--- src/rtl/play_ctrl.sv ---
// Playback sequencer: fetches samples from SRAM and paces them against the DAC tick,
// skipping samples at fast speed and holding them (with shift pulses) at slow speed.
// Optional tick-overrun detection is enabled by defining PLAY_CTRL_UNDERRUN_EN.
module play_ctrl #(
  parameter int ADDR_W = 20,
  parameter int DATA_W = 16,
  parameter int RD_LAT = 1
) (
  input  logic              i_clk,
  input  logic              i_rst_n,
  input  logic              i_start,
  input  logic              i_pause,
  input  logic              i_stop,
  input  logic              i_tick,
  input  logic              i_fast,
  input  logic [3:0]        i_speed,
  input  logic              i_mode,
  input  logic [ADDR_W-1:0] i_end_addr,
  output logic [ADDR_W-1:0] o_sram_addr,
  output logic              o_sram_rd,
  input  logic [DATA_W-1:0] i_sram_data,
  output logic              o_valid,
  output logic              o_shift,
  output logic [DATA_W-1:0] o_data,
  output logic              o_itp_mode,
  output logic [3:0]        o_itp_speed,
  output logic              o_itp_pause,
  output logic              o_busy,
  output logic              o_done,
  output logic              o_underrun,
  output logic [1:0]        o_dbg_state
);

  // Handshakes: o_sram_rd is a one-cycle strobe with o_sram_addr held stable; i_sram_data
  // is taken exactly RD_LAT cycles later with no back-pressure. o_valid, o_shift and
  // o_done are one-cycle pulses to the interpolator, which has no ready.

  typedef enum logic [1:0] {
    S_IDLE  = 2'd0,
    S_FETCH = 2'd1,
    S_READY = 2'd2,
    S_HOLD  = 2'd3
  } state_t;

  localparam logic [2:0] LAT = 3'(RD_LAT);

  state_t              r_state;
  state_t              w_state_n;
  logic [ADDR_W-1:0]   r_addr;
  logic [ADDR_W-1:0]   w_addr_n;
  logic [3:0]          r_cnt;
  logic [3:0]          w_cnt_n;
  logic                r_last;
  logic                w_last_n;
  logic                r_pend;
  logic                w_pend_n;
  logic                r_fetch;
  logic [2:0]          r_lat;
  logic                r_staged;
  logic [DATA_W-1:0]   r_stage;
  logic                r_rd;
  logic                r_valid;
  logic                r_shift;
  logic                r_done;
  logic [DATA_W-1:0]   r_data;
  logic                r_mode;
  logic [3:0]          r_speed;
  logic                r_pause;

  logic                w_fetch_go;
  logic                w_kill;
  logic                w_svc;
  logic                w_valid_n;
  logic                w_shift_n;
  logic                w_done_n;
  logic [3:0]          w_s;
  logic [3:0]          w_step;
  logic [ADDR_W:0]     w_sum;
  logic                w_over;
  logic                w_cap;
  logic                w_tick;

  always_comb begin
    w_s = i_speed;
    if (i_speed == 4'd0) begin
      w_s = 4'd1;
    end else if (i_speed > 4'd8) begin
      w_s = 4'd8;
    end
  end

  // One extra bit so a wrap past the top of SRAM still reads as "beyond the end".
  assign w_step = i_fast ? w_s : 4'd1;
  assign w_sum  = {1'b0, r_addr} + {{(ADDR_W-3){1'b0}}, w_step};
  assign w_over = (w_sum > {1'b0, i_end_addr});
  assign w_cap  = r_fetch && (r_lat == LAT);
  assign w_tick = i_tick && !i_pause;

  always_comb begin
    w_state_n  = r_state;
    w_addr_n   = r_addr;
    w_cnt_n    = r_cnt;
    w_last_n   = r_last;
    w_pend_n   = r_pend;
    w_fetch_go = 1'b0;
    w_kill     = 1'b0;
    w_svc      = 1'b0;
    w_valid_n  = 1'b0;
    w_shift_n  = 1'b0;
    w_done_n   = 1'b0;

    case (r_state)
      S_IDLE: begin
        if (i_start) begin
          w_state_n  = S_FETCH;
          w_addr_n   = '0;
          w_last_n   = 1'b0;
          w_pend_n   = 1'b0;
          w_fetch_go = 1'b1;
        end
      end

      S_FETCH: begin
        if (w_tick) begin
          w_pend_n = 1'b1;
        end
        if (w_cap || r_staged) begin
          w_state_n = S_READY;
        end
      end

      S_READY: begin
        if ((i_tick || r_pend) && !i_pause) begin
          w_pend_n = 1'b0;
          if (r_last) begin
            w_done_n  = 1'b1;
            w_state_n = S_IDLE;
            w_addr_n  = '0;
            w_last_n  = 1'b0;
            w_cnt_n   = 4'd0;
          end else begin
            w_valid_n = 1'b1;
            w_svc     = 1'b1;
            w_cnt_n   = w_s - 4'd1;
            if (w_over) begin
              w_last_n = 1'b1;
            end else begin
              w_addr_n = w_sum[ADDR_W-1:0];
            end
            // Held groups prefetch the next sample while the shifts play out.
            if (!i_fast && (w_s > 4'd1)) begin
              w_state_n  = S_HOLD;
              w_fetch_go = !w_over;
            end else if (!w_over) begin
              w_state_n  = S_FETCH;
              w_fetch_go = 1'b1;
            end
          end
        end
      end

      S_HOLD: begin
        if (w_tick) begin
          w_shift_n = 1'b1;
          w_cnt_n   = r_cnt - 4'd1;
          if (r_cnt == 4'd1) begin
            w_state_n = (r_last || r_staged || w_cap) ? S_READY : S_FETCH;
          end
        end
      end

      default: w_state_n = S_IDLE;
    endcase

    if (i_stop) begin
      w_state_n  = S_IDLE;
      w_addr_n   = '0;
      w_cnt_n    = 4'd0;
      w_last_n   = 1'b0;
      w_pend_n   = 1'b0;
      w_fetch_go = 1'b0;
      w_kill     = 1'b1;
      w_svc      = 1'b0;
      w_valid_n  = 1'b0;
      w_shift_n  = 1'b0;
      w_done_n   = 1'b0;
    end
  end

  always_ff @(posedge i_clk or negedge i_rst_n) begin
    if (!i_rst_n) begin
      r_state <= S_IDLE;
      r_addr  <= '0;
      r_cnt   <= 4'd0;
      r_last  <= 1'b0;
      r_pend  <= 1'b0;
    end else begin
      r_state <= w_state_n;
      r_addr  <= w_addr_n;
      r_cnt   <= w_cnt_n;
      r_last  <= w_last_n;
      r_pend  <= w_pend_n;
    end
  end

  // Fetch engine runs independently of the FSM so HOLD can overlap it.
  always_ff @(posedge i_clk or negedge i_rst_n) begin
    if (!i_rst_n) begin
      r_rd     <= 1'b0;
      r_fetch  <= 1'b0;
      r_lat    <= 3'd0;
      r_staged <= 1'b0;
      r_stage  <= '0;
    end else if (w_kill) begin
      r_rd     <= 1'b0;
      r_fetch  <= 1'b0;
      r_lat    <= 3'd0;
      r_staged <= 1'b0;
    end else if (w_fetch_go) begin
      r_rd     <= 1'b1;
      r_fetch  <= 1'b1;
      r_lat    <= 3'd0;
      r_staged <= 1'b0;
    end else begin
      r_rd <= 1'b0;
      if (r_fetch) begin
        r_lat <= r_lat + 3'd1;
        if (w_cap) begin
          r_stage  <= i_sram_data;
          r_staged <= 1'b1;
          r_fetch  <= 1'b0;
        end
      end else if (w_svc) begin
        r_staged <= 1'b0;
      end
    end
  end

  always_ff @(posedge i_clk or negedge i_rst_n) begin
    if (!i_rst_n) begin
      r_valid <= 1'b0;
      r_shift <= 1'b0;
      r_done  <= 1'b0;
      r_data  <= '0;
      r_mode  <= 1'b0;
      r_speed <= 4'd1;
      r_pause <= 1'b0;
    end else begin
      r_valid <= w_valid_n;
      r_shift <= w_shift_n;
      r_done  <= w_done_n;
      r_pause <= i_pause && (w_state_n != S_IDLE);
      if (w_svc) begin
        r_data  <= r_stage;
        r_mode  <= i_mode;
        r_speed <= w_s;
      end
    end
  end

`ifdef PLAY_CTRL_UNDERRUN_EN
  logic r_underrun;
  logic w_ur_set;
  logic w_ur_clr;

  // A tick landing on an already-pending tick is lost; remember that it happened.
  assign w_ur_set = (r_state == S_FETCH) && w_tick && r_pend && !i_stop;
  assign w_ur_clr = (r_state == S_IDLE) && i_start && !i_stop;

  always_ff @(posedge i_clk or negedge i_rst_n) begin
    if (!i_rst_n) begin
      r_underrun <= 1'b0;
    end else if (w_ur_clr) begin
      r_underrun <= 1'b0;
    end else if (w_ur_set) begin
      r_underrun <= 1'b1;
    end
  end

  assign o_underrun = r_underrun;
`else
  assign o_underrun = 1'b0;
`endif

  assign o_sram_addr = r_addr;
  assign o_sram_rd   = r_rd;
  assign o_valid     = r_valid;
  assign o_shift     = r_shift;
  assign o_done      = r_done;
  assign o_data      = r_data;
  assign o_itp_mode  = r_mode;
  assign o_itp_speed = r_speed;
  assign o_itp_pause = r_pause;
  assign o_busy      = (r_state != S_IDLE);
  assign o_dbg_state = r_state;

endmodule

--- config.mk ---
export PLATFORM = sky130hd
export DESIGN_NAME = play_ctrl
export DESIGN_NICKNAME = d
export VERILOG_FILES = /design/src/rtl/play_ctrl.sv
export SDC_FILE = /design/constraint.sdc
export NUM_CORES = 1
export LEC_CHECK = 0
export CORE_ASPECT_RATIO = 1.1
export CORE_UTILIZATION = 39
export DETAILED_ROUTE_END_ITERATION = 12
export RECOVER_POWER = 50
export SKIP_CTS_REPAIR_TIMING = 1
export SLEW_MARGIN = 5
export SYNTH_ARGS = -nofsm -noshare
export SYNTH_HDL_FRONTEND = slang
export SYNTH_SLANG_ARGS = --single-unit
--- constraint.sdc ---
create_clock -name i_clk -period 11.1 [get_ports i_clk]
set_clock_uncertainty 0.1 [all_clocks]
set_input_delay 3.33 -clock i_clk [delete_from_list [all_inputs] [get_ports i_clk]]
set_output_delay 3.33 -clock i_clk [all_outputs]
set_load 0.1 [all_outputs]
* Word-level counts from Yosys, hierarchy flattened
Cells that the tools add are included.
** Storage, ports and cells
- Register bits after elaboration :: 75
- Output and inout bits :: 50
- Word-level logic and storage cells :: 132
** Operators by class
- Multiplexer cells :: 68
- Bitwise operators :: 2
- Equal/unequal tests :: 11
- Reductions and logical operators :: 27
- $add $sub $neg :: 4
- $lt $le $gt $ge :: 3
** Operator list (count)
- $mux 20 :: 5
- $pmux 20 s2 :: 1
- $mux 1 :: 37
- $mux 4 :: 7
- $add 20x4->21 :: 1
- $gt 21x20->1 :: 1
- $mux 2 :: 10
- $ne 3x3->1 const B :: 4
- $reduce_and 4->1 :: 3
- $mux 3 :: 3
- $reduce_bool 3->1 :: 3
- $pmux 2 s4 :: 1
- $pmux 4 s2 :: 1
- $reduce_bool 4->1 :: 2
- $sub 4x1->4 const B :: 2
- $reduce_and 3->1 :: 2
- $logic_and 1x1->1 :: 5
- $eq 2x2->1 const B :: 2
- $eq 4x1->1 const B :: 1
- $gt 4x1->1 const B :: 1
- $gt 4x4->1 const B :: 1
- $logic_not 4->1 :: 1
- $logic_or 1x1->1 :: 4
- $ne 4x1->1 const B :: 1
- other kinds (11) :: 16

* Logic depth before layout (Yosys ltp)
- Depth after elaboration :: 14
- Gate-level depth with buffers :: 22

* Least setup slack after synthesis
Ideal clock, no wire load.
- Path type :: input to register
- Start point :: in i_speed[2]
- End point :: reg r_stage[10]
- Data arrival time :: 7.494 ns
- Setup slack :: 3.381 ns
- Stages :: 22
- Path buffers :: 2
- Setup time :: 0.125 ns
- Cells stage by stage :: nor2_1 nor2_1 or2_2 nand2_1 ha_1 inv_1 fa_1 nand2b_1 o2bb2ai_1 nor2_1 nand3_1 xnor2_1 ha_1 nand3_2 or4_4 o2bb2ai_1 a211oi_2 o211ai_2 and3b_1 buf_6 buf_12 mux2_4
** Between the ends
- Cells in the longest elaborated chain, start to end :: 14
- Elaborated cells on any way between the ends :: 18
** Ends and longest elaborated chain
- start: declaration :: line 16 : input logic [3:0] i_speed,
- $gt 4x4->1 :: line 87 : end else if (i_speed > 4'd8) begin
- $mux 4 :: line 87
- $mux 4 * :: line 85 : if (i_speed == 4'd0) begin
- $mux 4 :: line 93 : assign w_step = i_fast ? w_s : 4'd1;
- $add 20x4->21 :: line 94 : assign w_sum = {1'b0, r_addr} + {{(ADDR_W-3){1'b0}}, w_step};
- $gt 21x20->1 :: line 95 : assign w_over = (w_sum > {1'b0, i_end_addr});
- $mux 1 or $logic_not 1->1 (tied branches)
- $mux 1 * :: line 151 : if (!i_fast && (w_s > 4'd1)) begin
- $mux 1 * :: line 135 : if (r_last) begin
- $mux 1 * :: line 133 : if ((i_tick || r_pend) && !i_pause) begin
- $pmux 1 s2 * :: line 112 : case (r_state)
- $mux 1 * :: line 175 : if (i_stop) begin
- $not 1->1 (no line) *
- $reduce_and 4->1 (no line) *
- end signal: assignment :: line 229 : r_stage <= i_sram_data;
- end: declaration :: line 60 : logic [DATA_W-1:0] r_stage;
Mark *: on every way between the ends. The rest lies on a longest branch, timed or not.
A chain may end at the register's enable or synchronous reset.

* Final worst setup path
- Start point :: in i_speed[2]
- End point :: reg r_stage[1]
The elaborated chain is that of the path after synthesis.

==> metrics.yaml <==
status: "finished, violations left"
failed_checks: "max-capacitance violations, max-slew violations"
grt.overflow.total: 0
swShare_pct: 25.58
clkLatencyLatePin_ns: 0.33
syn_to_final_growth_pct: 31.35
start_util_pct: 39.98
period_needed_ns: 8.834
finalWeightedCongestion: 0.7887
synth_warnings: 0
p_clk_share_pct: 43.1
finalCritPeriodShare_pct: 79.58
fp.dieArea_um2: 11560
nets: 626
rows: 40
synth_fp_nets: 536
die_y_um: 112.7
cp.required_ns: 11.21
path_clk_slew_ns: 0.06
synthXorXnorAreaFrac_pct: 4.035
numCtsBuffers: 9
async_flop_share_pct: 100.0
avgSynthCellArea_um2: 9.500
synthAdderAreaFrac_pct: 9.107
slew_headroom_pct: -173.7
multi_input_area_um2: 2226
drcViolationCount: 0
synth_edf_count: 0
maxCapViolCount: 2
rsz0062_at_grt: "false"
insertedDiodeCount: 0
routed_wl_um: 10740
io_pins: 98
synth_simple_gate_area_share_pct: 18.62
final_area_um2: 5703
synth_top_family_by_area: "simple AND/OR/NAND/NOR gates"
synthCells: 457
combPwrFrac_pct: 14.4
core-area_um2: 10860
worst_ep_arrival_time_ns: 8.94
p_leak_nw: 2.702
grt_antenna_before_repair: 0
muxShareOfSynthArea_pct: 5.014
crit_type: "in -> reg"
ant_nets: 0
seqCellArea_um2: 1878
fin_util_pct: 52.51
grt_pass1_wl_um: 17640
port_buffers: 96
hold_slack_ns: 0.3703
min_path_cells: 2
fin_cells: 699
die_w_um: 102.6
layout-drive-gt1-share_pct: 8.514
synth_compound_area_share_pct: 14.41
worstRegToRegCells: 16
crit_path_end_kind: "flip-flop"
p_sw_mw: 0.1850
placed_area_um2: 5389
tns_ns: 0
cts_tree: "built"
critPathLaunchType: "input pin"
timing.final.hold_violations: 0
power-per-cell-area_nw_per_um2: 126.8
vdd_drop_max_v: 0.00008305
hold_path.class: "reg -> reg"
vias: 3569
syn_area_um2: 4342
slew_viol_final: 103
clkSinkCount: 75
vias_per_cell: 5.106
ys_seq_area_share_pct: 43.26
finalSetupViolations: 0
power.internal_mw: 0.5380
grt_max_degree: 76
synth_cell_types: 55
grt_pass1_vias: 3566
fillers: 1000
dp_cells: 683
clock_tree.buffer_depth: 2
ys_ff_latch: 75
fmax_mhz: 113.2
share_seq_of_total_power_pct: 42.5
drtPass1Iterations: 6
synthFlopType: "dfrtp_1"
dpl.hpwl_um: 7799
htreeDepth: 3
worst_pin_slew_ns: 4.106
drtIter0Drc: 130
track_usage_pct: 19.86
critPathMaxFanout: 16
root_buffer: "clkbuf_16"
avgRoutedWirePerCell_um: 15.36
[Yosys cell counts, types with 4 or more instances]
library cell / n / area, um^2
inv_1: 38 / 142.6
nand4_1: 4 / 25.02
nand2_1: 84 / 315.3
nor2_1: 25 / 93.84
mux2_2: 6 / 67.56
ha_1: 30 / 375.4
a32o_1: 9 / 90.09
or2_2: 6 / 37.54
mux2_4: 10 / 150.1
nand2b_1: 8 / 50.05
and3_1: 7 / 43.79
o31ai_1: 11 / 82.58
nor3_1: 7 / 35.03
o21ai_0: 18 / 90.09
xor2_1: 8 / 70.07
o211ai_1: 7 / 52.55
xnor2_1: 12 / 105.1
a21oi_1: 20 / 100.1
o21a_1: 4 / 30.03
nor2b_1: 4 / 25.02
clkbuf_1: 10 / 37.54
dfrtp_1: 74 / 1852
nand3_1: 6 / 30.03
[cell families after synthesis]
| logic type | Yosys count |
|---|---|
| DFF | 75 |
| adders and majority gates | 31 |
| muxes | 16 |
| buffers and inverters | 55 |
| AOI/OAI and AO/OA | 90 |
| xor gates and xnor gates | 20 |
| and+or+nand+nor | 169 |
| other | 1 |
[routing by layer]
layer  vias up  track usage [%]  part of all wire (%)
met2        89            32.27                    48
met5         -                0                     0
li1       1752                -                     -
met4         0            4.667                   1.2
met3        13            4.732                   5.1
met1      1715            26.58                    46
[cell usage in the layout (no fill, tap or decap), drive strengths merged, types with 16 or more instances in the layout]
master,netlist,routed
dlygate4sd3,0,18
mux2,16,16
clkdlybuf4s50,0,77
a21oi,20,20
nor2,26,26
o21ai,18,18
ha,30,30
dfrtp,74,74
inv,38,39
nand2,84,84
[registers in the layout, summed over array words and instances (netlist names)]
register and flops:
o_sram_addr 20, o_data 16, r_stage 16, o_itp_speed 4, r_cnt 4, r_lat 3, o_dbg_state 2, o_done 1
o_itp_mode 1, o_itp_pause 1, o_shift 1, o_sram_rd 1, o_valid 1, r_fetch 1, r_last 1, r_pend 1
r_staged 1
[cell type report]
type,instances,area share (%)
multi-input combinational,327,39.03
timing repair buffer,96,16.74
inverter,38,2.501
clock inverter,6,1.558
tap,147,3.225
sequential,75,32.93
clock buffer,10,4.015
[worst paths after layout]
check	slack (ns)	end	startpoint
max	2.27	r_stage[1]$_DFFE_PN0P_	i_speed[2]
min	0.37	o_data[2]$_DFFE_PN0P_	r_stage[2]$_DFFE_PN0P_
max reg2reg	6.01	r_stage[1]$_DFFE_PN0P_	o_sram_addr[0]$_DFFE_PN0P_
min reg2reg	0.37	o_data[2]$_DFFE_PN0P_	r_stage[2]$_DFFE_PN0P_
max in group asynchronous	4.27	o_sram_addr[11]$_DFFE_PN0P_	i_rst_n
min in group asynchronous	4.33	o_data[1]$_DFFE_PN0P_	i_rst_n
[critical path, cell delays in order]
cell	delay, ns
dlygate4sd3_1	0.57
nor2_1	0.13
nor2_1	0.04
or2_2	0.31
nand2_1	0.09
ha_1	0.16
inv_1	0.05
fa_1	0.40
nand2b_1	0.16
o2bb2ai_1	0.24
nor2_1	0.40
nand3_1	0.16
xnor2_1	0.17
ha_1	0.32
nand3_2	0.11
or4_4	0.58
o2bb2ai_1	0.18
a211oi_2	0.10
o211ai_2	0.22
and3b_1	0.80
mux2_2	0.41
[power groups by stage]
stage | clock network, mW | registers [mW] | logic, mW
2_1_floorplan | 0 | 0.325 | 0.0516
3_3_place_gp | 0 | 0.311 | 0.104
3_5_place_dp | 0 | 0.311 | 0.107
4_1_cts | 0.319 | 0.307 | 0.107
5_1_grt | 0.333 | 0.310 | 0.113
6_report | 0.311 | 0.307 | 0.104
[metrics by stage]
| stage | setup slack [ns] | power [mW] |
|---|---|---|
| finish | 2.266 | 0.7230 |
| global route | 1.835 | 0.7569 |
| CTS | 2.357 | 0.7332 |
| detailed placement | 2.017 | 0.4177 |
| global placement | 2.174 | 0.4151 |
| floorplan | 3.381 | 0.3764 |
Power figures use the tool's default switching activity.
